`src/rtl/pll_lock_sequencer.sv`:
```
// PLL bring-up sequencer: pulses the PLL reset, qualifies the synchronized lock
// flag and holds sys_rst until lock has been stable; retries on lock timeout.
module pll_lock_sequencer #(
    parameter int SYNC_STAGES    = 2,
    parameter int PLL_RST_CYCLES = 8,
    parameter int STABLE_CYCLES  = 16,
    parameter int TIMEOUT_CYCLES = 1000,
    parameter int CNT_W          = 8
) (
    input  logic             clk,
    input  logic             areset,
    input  logic             locked,
    input  logic             force_relock,
    output logic             pll_areset,
    output logic             sys_rst,
    output logic             ready,
    output logic [1:0]       state,
    output logic [CNT_W-1:0] retry_cnt,
    output logic [CNT_W-1:0] lock_loss_cnt
);

    localparam int MAX_AB = (PLL_RST_CYCLES > STABLE_CYCLES) ? PLL_RST_CYCLES : STABLE_CYCLES;
    localparam int MAX_C  = (MAX_AB > TIMEOUT_CYCLES) ? MAX_AB : TIMEOUT_CYCLES;
    localparam int TW     = (MAX_C > 1) ? $clog2(MAX_C) : 1;

    localparam logic [TW-1:0] RST_LAST  = TW'(PLL_RST_CYCLES - 1);
    localparam logic [TW-1:0] STB_LAST  = TW'(STABLE_CYCLES - 1);
    localparam logic [TW-1:0] TOUT_LAST = TW'(TIMEOUT_CYCLES - 1);

    typedef enum logic [1:0] {
        PLL_RST   = 2'd0,
        WAIT_LOCK = 2'd1,
        STABLE    = 2'd2,
        RUN       = 2'd3
    } state_t;

    state_t                 state_q, state_d;
    logic [TW-1:0]          timer_q, timer_d;
    logic [SYNC_STAGES-1:0] sync_q, sync_d;
    logic [CNT_W-1:0]       retry_q, retry_d;
    logic [CNT_W-1:0]       loss_q, loss_d;
    logic                   locked_s;

    assign locked_s = sync_q[SYNC_STAGES-1];

    always_ff @(posedge clk or posedge areset) begin
        if (areset) begin
            state_q <= PLL_RST;
            timer_q <= '0;
            sync_q  <= '0;
            retry_q <= '0;
            loss_q  <= '0;
        end else begin
            state_q <= state_d;
            timer_q <= timer_d;
            sync_q  <= sync_d;
            retry_q <= retry_d;
            loss_q  <= loss_d;
        end
    end

    always_comb begin
        sync_d  = {sync_q[SYNC_STAGES-2:0], locked};
        state_d = state_q;
        timer_d = timer_q;
        retry_d = retry_q;
        loss_d  = loss_q;
        case (state_q)
            PLL_RST: begin
                // force_relock is deliberately ignored here so the pulse is never stretched
                if (timer_q == RST_LAST) begin
                    state_d = WAIT_LOCK;
                    timer_d = '0;
                end else begin
                    timer_d = timer_q + 1'b1;
                end
            end
            WAIT_LOCK: begin
                if (force_relock) begin
                    state_d = PLL_RST;
                    timer_d = '0;
                end else if (locked_s) begin
                    state_d = STABLE;
                    timer_d = '0;
                end else if (timer_q == TOUT_LAST) begin
                    state_d = PLL_RST;
                    timer_d = '0;
                    if (retry_q != '1) retry_d = retry_q + 1'b1;
                end else begin
                    timer_d = timer_q + 1'b1;
                end
            end
            STABLE: begin
                if (force_relock) begin
                    state_d = PLL_RST;
                    timer_d = '0;
                end else if (!locked_s) begin
                    state_d = WAIT_LOCK;
                    timer_d = '0;
                end else if (timer_q == STB_LAST) begin
                    state_d = RUN;
                    timer_d = '0;
                end else begin
                    timer_d = timer_q + 1'b1;
                end
            end
            RUN: begin
                if (force_relock) begin
                    state_d = PLL_RST;
                    timer_d = '0;
                end else if (!locked_s) begin
                    state_d = WAIT_LOCK;
                    timer_d = '0;
                    if (loss_q != '1) loss_d = loss_q + 1'b1;
                end
            end
            default: begin
                state_d = PLL_RST;
                timer_d = '0;
            end
        endcase
    end

    assign pll_areset    = (state_q == PLL_RST);
    assign sys_rst       = (state_q != RUN);
    assign ready         = (state_q == RUN);
    assign state         = state_q;
    assign retry_cnt     = retry_q;
    assign lock_loss_cnt = loss_q;

endmodule

```
`config.mk`:
```
export PLATFORM = sky130hd
export DESIGN_NAME = pll_lock_sequencer
export DESIGN_NICKNAME = d
export VERILOG_FILES = /design/src/rtl/pll_lock_sequencer.sv
export SDC_FILE = /design/constraint.sdc
export NUM_CORES = 1
export LEC_CHECK = 0
export BUFFER_PORTS_ARGS = -buffer_cell sky130_fd_sc_hd__buf_2
export CORE_UTILIZATION = 52
export CTS_BUF_LIST = sky130_fd_sc_hd__clkbuf_2 sky130_fd_sc_hd__clkbuf_4 sky130_fd_sc_hd__clkbuf_8
export DETAILED_ROUTE_END_ITERATION = 8
export PLACE_DENSITY_LB_ADDON = 0.08
export SYNTH_ARGS = -nofsm -noshare
export SYNTH_HDL_FRONTEND = slang
export SYNTH_SLANG_ARGS = --single-unit
export TNS_END_PERCENT = 5
```
`constraint.sdc`:
```
create_clock -name clk -period 1.97 [get_ports clk]
set_input_delay 0.394 -clock clk [delete_from_list [all_inputs] [get_ports clk]]
set_output_delay 0.394 -clock clk [all_outputs]
set_load 0.01 [all_outputs]
```
# Word-level counts from Yosys, hierarchy flattened
# Index checks and enable logic that the tools add are counted.
[op_classes] bitwise_logic=2 add_sub_neg=3 eq_ne=13 n_mux=20 reduce_logical=4
[op_table] operator="$mux W10" count=9
[op_table] operator="$pmux W10 S4" count=1
[op_table] operator="$mux W2" count=9
[op_table] operator="$add A8 B1 Y8 const B" count=2
[op_table] operator="$ne A8 B8 Y1 const B" count=2
[op_table] operator="$add A10 B1 Y10 const B" count=1
[op_table] operator="$eq A10 B10 Y1 const B" count=1
[op_table] operator="$eq A10 B3 Y1 const B" count=1
[op_table] operator="$eq A10 B4 Y1 const B" count=1
[op_table] operator="$ne A4 B4 Y1 const B" count=2
[op_table] operator="$pmux W2 S4" count=1
[op_table] operator="$reduce_and A4 Y1" count=2
[op_table] operator="$reduce_and A5 Y1" count=1
[op_table] operator="$eq A2 B2 Y1 const B" count=2
[op_table] operator="$ne A3 B3 Y1 const B" count=1
[op_table] operator="$eq A2 B1 Y1 const B" count=1
[op_table] operator="$logic_not A2 Y1" count=1
[op_table] operator="$ne A2 B1 Y1 const B" count=1
[op_table] operator="$ne A2 B2 Y1 const B" count=1
[op_table] operator="$not A1 Y1" count=2
[totals] wordCells=47 out_inout_bits=21 reg_bits=30

# Depth between registers and ports, before layout
# Gate-level depths: netlist of the first run.
[logic_depth] ltp_word=5 ltp_mapped=6 ltp_nobuf=5

# Worst setup path after synthesis of the first run
# No wires, ideal clock.
[synth_path] path_kind="reg-to-reg" startpoint="register state_q[1], in the netlist state[1]" endpoint="register retry_q[1], in the netlist retry_cnt[1]" required_time_ns=1.845 path_slack_ns=-0.081 path_stages_with_launch=6 path_buffers=1 arrival_ns=1.926 setup_time_ns=0.125 cell_sequence="dfrtp_1 -> buf_6 -> or4b_4 -> nor4_4 -> nand2_2 -> mux2_4"
[synth_via] elab_chain_len=2
[synth_lines] element="from (decl)" line_no="37" source="state_t state_q, state_d;"
[synth_lines] element="from (signal assigned)" line_no="54" source="state_q <= state_d;"
[synth_lines] element="$eq A2 B1 Y1" line_no="68" source="case (state_q)"
[synth_lines] element="$reduce_and A5 Y1 (no source line)"
[synth_lines] element="to (signal assigned)" line_no="57" source="retry_q <= retry_d;"
[synth_lines] element="to (decl)" line_no="40" source="logic [CNT_W-1:0] retry_q, retry_d;"
# No other way between the ends.
# A chain may end at the register's enable or synchronous reset.

# Worst setup path in the final report of the first run
[layout_path] startpoint="register timer_q[6]" endpoint="register timer_q[4]"
[layout_via] elab_chain_len=5
[layout_lines] element="from (decl)" line_no="38" source="logic [TW-1:0] timer_q, timer_d;"
[layout_lines] element="from (signal assigned)" line_no="55" source="timer_q <= timer_d;"
[layout_lines] element="$eq A10 B4 Y1 / $eq A10 B10 Y1 (equally long branches)" line_no="100, 85"
[layout_lines] element="$mux W10, on equally long branches" line_no="100, 85"
[layout_lines] element="$mux W10, on equally long branches" line_no="97, 82"
[layout_lines] element="$mux W10, on equally long branches" line_no="94, 79"
[layout_lines] element="$pmux W10 S4 *" line_no="68"
# Every way passes the cells marked *; elsewhere a longest branch is shown, timed or not.

==> impl_results.md, run 1 <==
* Max-cap violation count at 0
* Vias per cell at 6.09
* Slowest Stage Delay on Critical Path at 0.54 ns
* Routed Wire Length at 3330 um
* Critical path cell sequence: or4_4, o31a_1, nor4_4, buf_6, o32ai_1
* Peak supply drop at 0.000613 V
* Flops & latches, synth at 30
* Ys flop type: dfrtp_1
* Worst slew pin tran at 0.382 ns
* Die Height at 56.7 um
* Port buffer count at 24
* Vias in the first global route at 1242
* Combinational Power Share at 28.6%
* Area contributors post-synth: dfrtp_1 48%, xnor2_1 5.6%, nand3_1 3.2%
* Leakage power at 0.925 nW
* Yosys warning count at 0
* Clock slew at reported path FFs at 0.10 ns
* Die area at 3210 sq um
* Area growth syn-to-layout at 20.0%
* Worst path slowest cell: or4_4
* Post-synth EDFFs at 0
* Starting Density at 55.4%
* Largest net degree at the start of global routing at 31
* Reg2Reg Depth at 5
* Layout cells sized above 1 at 31.3%
* Max-slew headroom at 73.9%
* CTS tree: built
* Required @ worst endpoint at 2.18 ns
* Syn Area/Cell at 11.3 sq um
* Total grt overflow at 0
* Synth cell count leaders: 30 x dfrtp_1, 10 x nand3_1, 10 x xnor2_1
* Clk_lat worst skew at 0.33 ns
* Core Region at 2810 sq um
* Drt wl/cell at 15.6 um
* Arrival @ worst endpoint at 2.14 ns
* Kind of end point of the critical path: flip-flop
* Via count at 1297
* # fillers at 225
* Die Wd at 56.7 um
* Final GP Congestion at 0.782
* Internal Power at 1.01 mW
* Fraction of registers with async set or reset after synthesis at 100%
* Most frequent cell after synthesis: dfrtp_1
* Mapped Cells at 138
* Sw Share at 33.9%
* Placed Cells at 206
* DRT antenna net count at 0
* Finished Core Util at 66.5%
* Root Driver: clkbuf_4
* Dpl hpwl at 2370 um
* Highest Clock Rate at 516 MHz
* First-pass GRT wire length at 5710 um
* Crit path kind: flip-flop to flip-flop
* Netlist cell types at 47
* Skew final at 0.0133 ns
* N_diodes at 0
* Clk pwr share at 22.4%
* Detailed Route Iter0 Violations at 54
* Pwr/cell area at 820 nW/um^2
* Finish-stage setup viols at 0
* Register area share after synthesis at 48.3%
* Unrepaired setup endpoints after global routing: yes
* Post-CTS Hold Buffers at 0
* Switching power at 519 uW
* Part of the cycle the worst path needs at 98.3%
* HP Class: primary input to asynchronous set/reset pin
* H-tree level count at 2
* Final Hold Viols at 0
* Sequential Power Share at 49.0%
* Yosys top cell by area: dfrtp_1
* Fin crit period at 1.94 ns
* Num rows at 19
* Initial antenna violation count at 0
* Post-synth top area share at 48.3%
* Critical Path Source Type: flip-flop
* 1st-pass router iterations at 4
* Overall Global Routing Usage at 23.7%
* Remaining DRCs at 0
* Synth Net Count at 145
* NumNets Final at 189
* Status: finished, final reports clean
* Final Instance Count excl. Fillers at 213
* Pins Over Slew Limit at 0
* Final setup TNS at 0 ns
* Clock Tree Buf Depth at 2
* Clock tree sinks at 30
* Num CTS Buffers at 5
* Crit Path Max Fanout at 8
* Top Ports at 25
* Syn Std Cell Area at 1560 sq um
==> cells by family after synthesis <==
group | after synthesis | synth area share [%]
flops | 30 | 48.3
compound gates | 24 | 10.8
fa+ha+maj | 3 | 2.41
xor+xnor | 13 | 7.32
mux | 5 | 3.94
simple gates | 56 | 25.1
buf+inv | 7 | 2.17
==> per-stage QoR <==
step	setup slack (ns)	power, mW	hold slack (ns)	area (sq um)
floorplan	0.0566	1.00	0.331	1560
global placement	0.0906	1.17	0.340	1810
detailed placement	0.0665	1.19	0.341	1810
CTS	0.0380	1.53	0.123	1860
global route	-0.0149	1.62	0.143	1870
finish	0.0330	1.53	0.113	1870
==> worst max-delay path: cells and delay by family, from the launching register on <==
kind,cells,cell delay [ns]
compound gates,2,0.46
flops,1,0.40
buf+inv,1,0.17
simple gates,2,0.78
==> final cells by class <==
| type | instances | area (sq um) | area share (%) |
|---|---|---|---|
| multi-input cells | 101 | 774 | 41.5 |
| flip-flops and latches | 30 | 751 | 40.2 |
| repair buffers | 39 | 236 | 12.7 |
| well taps | 31 | 38.8 | 2.08 |
| clock buffers | 5 | 37.5 | 2.01 |
| inverters | 5 | 18.8 | 1.01 |
| clock inverters | 2 | 10.0 | 0.536 |
==> power by group through the flow <==
stage	clock, mW	sequential [mW]	combinational [mW]
6_report	0.342	0.750	0.438
5_1_grt	0.387	0.758	0.479
4_1_cts	0.353	0.749	0.429
3_5_place_dp	0	0.761	0.424
3_3_place_gp	0	0.757	0.411
2_1_floorplan	0	0.771	0.231
==> worst paths after layout <==
kind,slack [ns],to,startpoint
max,0.03,timer_q[4],timer_q[6]
min,0.11,lock_loss_cnt[5],areset
max reg2reg,0.03,timer_q[4],timer_q[6]
min reg2reg,0.36,sync_q[1],sync_q[0]
max in group asynchronous,1.57,timer_q[1],areset
min in group clk,0.17,sync_q[0],locked
==> repair_timing <==
| action | 4_1_cts | 5_1_grt |
|---|---|---|
| setup endpoints to repair | 0 | 7 |
| resized for setup | 0 | 3 |
| setup buffers | 0 | 0 |
==> sequential cells by signal, summed over array words and instances (netlist names) <==
signal         flops
timer_q           10
state              2
sync_q             2
retry_cnt          8
lock_loss_cnt      8
==> cell usage in the layout, fill, tap and decap left out, drive strengths merged, types with 4 or more instances in the layout <==
master,count
xnor2,10
clkbuf,5
and4,4
buf,39
and3,4
nand3,11
nand2,8
o21ai,8
nor4,4
dfrtp,30
nand4,5
inv,5
==> metal layers <==
layer	global-route usage (%)	vias up	wire [um]
li1	-	621	-
met1	31.5	628	1580
met2	35.5	40	1540
met3	5.99	8	136
met4	12.5	0	78
met5	0	-	0
Power figures use the tool's default switching activity.
==> run 2, diff against run 1 <==
- CAP_MARGIN: default -> 20
- CELL_PAD_IN_SITES_DETAIL_PLACEMENT: default -> 0
- CELL_PAD_IN_SITES_GLOBAL_PLACEMENT: default -> 2
- CORE_UTILIZATION: 52 -> 34
==> impl_results.md, run 2 (synthesis gave the netlist of run 1 again) <==
* Pins Over Slew Limit at 0 (unchanged)
* WL met3 at 120 um (-12%)
* Max-slew headroom at 73.6% (-0.28 points)
* NumNets Final at 192 (+1.6%)
* Post-DP Area at 1860 sq um (+2.7%)
* Final Hold Viols at 0 (unchanged)
* Setup Buffers After CTS at 0 (unchanged)
* Leakage power at 0.953 nW (+3.0%)
* Via count at 1264 (-2.5%)
* Remaining DRCs at 0 (unchanged)
* Most frequent cells in the layout: 30 x dfrtp_1, 24 x buf_2, 17 x buf_4
* Drt wl/cell at 14.5 um (-7.5%)
* Core Region at 4380 sq um (+56%)
* Crit path kind: flip-flop to flip-flop
* Status: finished, final reports clean
* Unrepaired setup endpoints after global routing: yes
* HP Class: primary input to asynchronous set/reset pin
* H-tree level count at 2 (unchanged)
* WL met1 at 1590 um (+0.44%)
* Fin crit period at 1.91 ns (-0.0316 ns)
* Routed Wire Length at 3430 um (+2.9%)
* # fillers at 425 (+89%)
* Skew final at 0.00240 ns (-0.0109 ns)
* Met2 WL post-DR at 1680 um (+9.4%)
* Clock slew at reported path FFs at 0.06 ns (-0.04 ns)
* Peak supply drop at 0.000447 V (-27%)
* Design area at 1960 sq um (+4.8%)
* Pwr/cell area at 856 nW/um^2 (+4.4%)
* Port buffer count at 24 (unchanged)
* Max Used Layer: met4
* Highest Clock Rate at 525 MHz (+1.7%)
* Dpl hpwl at 2450 um (+3.2%)
* Num CTS Buffers at 5 (unchanged)
* Layout cells sized above 1 at 33.0% (+1.7 points)
* Die area at 4850 sq um (+51%)
* Detailed Route Iter0 Violations at 89 (+65%)
* DP Worst Slack at 0.0617 ns (-0.00472 ns)
* DRT antenna net count at 0 (unchanged)
* Final GP Congestion at 0.770 (-1.6%)
* Clock tree sinks at 30 (unchanged)
* Required @ worst endpoint at 2.12 ns (-0.06 ns)
* Critical Path Source Type: flip-flop
* Vias per cell at 5.33 (-12%)
* Worst slew pin tran at 0.396 ns (+0.0140 ns)
* Die Wd at 69.6 um (+23%)
* Setup WS post-layout at 0.0645 ns (+0.0316 ns)
* Arrival @ worst endpoint at 2.06 ns (-0.08 ns)
* Root Driver: clkbuf_8
* Kind of end point of the critical path: flip-flop
* Area growth syn-to-layout at 25.7%
* Total grt overflow at 0 (unchanged)
* Num rows at 24 (+5)
* CTS tree: built
* Overall Global Routing Usage at 15.2% (-8.5 points)
* Clk_lat worst skew at 0.27 ns (-0.06 ns)
* Crit Path Max Fanout at 5 (-3)
* Die Height at 69.6 um (+23%)
* Max reg flops at 10 (unchanged)
* Top Ports at 25 (unchanged)
* Post-CTS Hold Buffers at 0 (unchanged)
* Leading cell type in the layout, fill and taps excluded: dfrtp_1
* Max-cap violation count at 0 (unchanged)
* 1st-pass router iterations at 4 (unchanged)
* Part of the cycle the worst path needs at 96.7% (-1.6 points)
* Initial antenna violation count at 0 (unchanged)
* Post-cts resize count at 0 (unchanged)
* Largest net degree at the start of global routing at 31 (unchanged)
* Starting Density at 35.5% (-20 points)
* Clock Tree Buf Depth at 2 (unchanged)
* Largest reg by FF count: timer_q
* Vias in the first global route at 1220 (-1.8%)
* Finish-stage setup viols at 0 (unchanged)
* First-pass GRT wire length at 5780 um (+1.1%)
* N_diodes at 0 (unchanged)
## run 2: cell type report
class | count | area, sq um | share of cell area (%)
multi-input cells | 101 | 778 | 39.8
flip-flops and latches | 30 | 751 | 38.4
repair buffers | 42 | 259 | 13.2
clock buffers | 7 | 83.8 | 4.29
well taps | 52 | 65.1 | 3.33
inverters | 5 | 18.8 | 0.960
## run 2: final timing paths
check	from	slack, ns	to	cells past startpoint
setup / recovery	timer_q[6]	0.06	timer_q[3]	5
hold / removal	areset	0.19	retry_cnt[3]	3
setup reg to reg	timer_q[6]	0.06	timer_q[3]	5
hold reg to reg	sync_q[0]	0.36	sync_q[1]	0
max in group asynchronous	areset	1.50	state[0]	3
min in group clk	locked	0.22	sync_q[0]	1
## run 2: critical path, cell delays in order (launching register included)
cell	delay, ns
dfrtp_1	0.38
or4_4	0.55
o41a_1	0.40
nor3_2	0.19
buf_4	0.18
o22ai_1	0.09
## run 2: stage by stage
step / TNS [ns] / utilization, % / power [mW] / cells / hold slack [ns]
global placement: 0 / 42.4 / 1.18 / 230 / 0.335
global route: -0.0264 / 44.6 / 1.79 / 237 / 0.208
detailed placement: 0 / 42.4 / 1.19 / 230 / 0.336
finish: 0 / 44.6 / 1.67 / 237 / 0.189
floorplan: 0 / - / 1.00 / 138 / 0.331
CTS: 0 / 44.3 / 1.69 / 237 / 0.196
## run 2: power breakdown
part,leakage (nW),total (mW),internal (mW),switching (mW)
Combinational,0.500,0.423,0.213,0.210
Sequential,0.408,0.765,0.681,0.0842
Clock,0.0452,0.485,0.270,0.215
## run 2: metal layers
metal	track usage, %	vias to the layer above
li1	-	619
met1	19.1	615
met2	24.4	26
met3	4.51	4
met4	6.44	0
met5	0	-
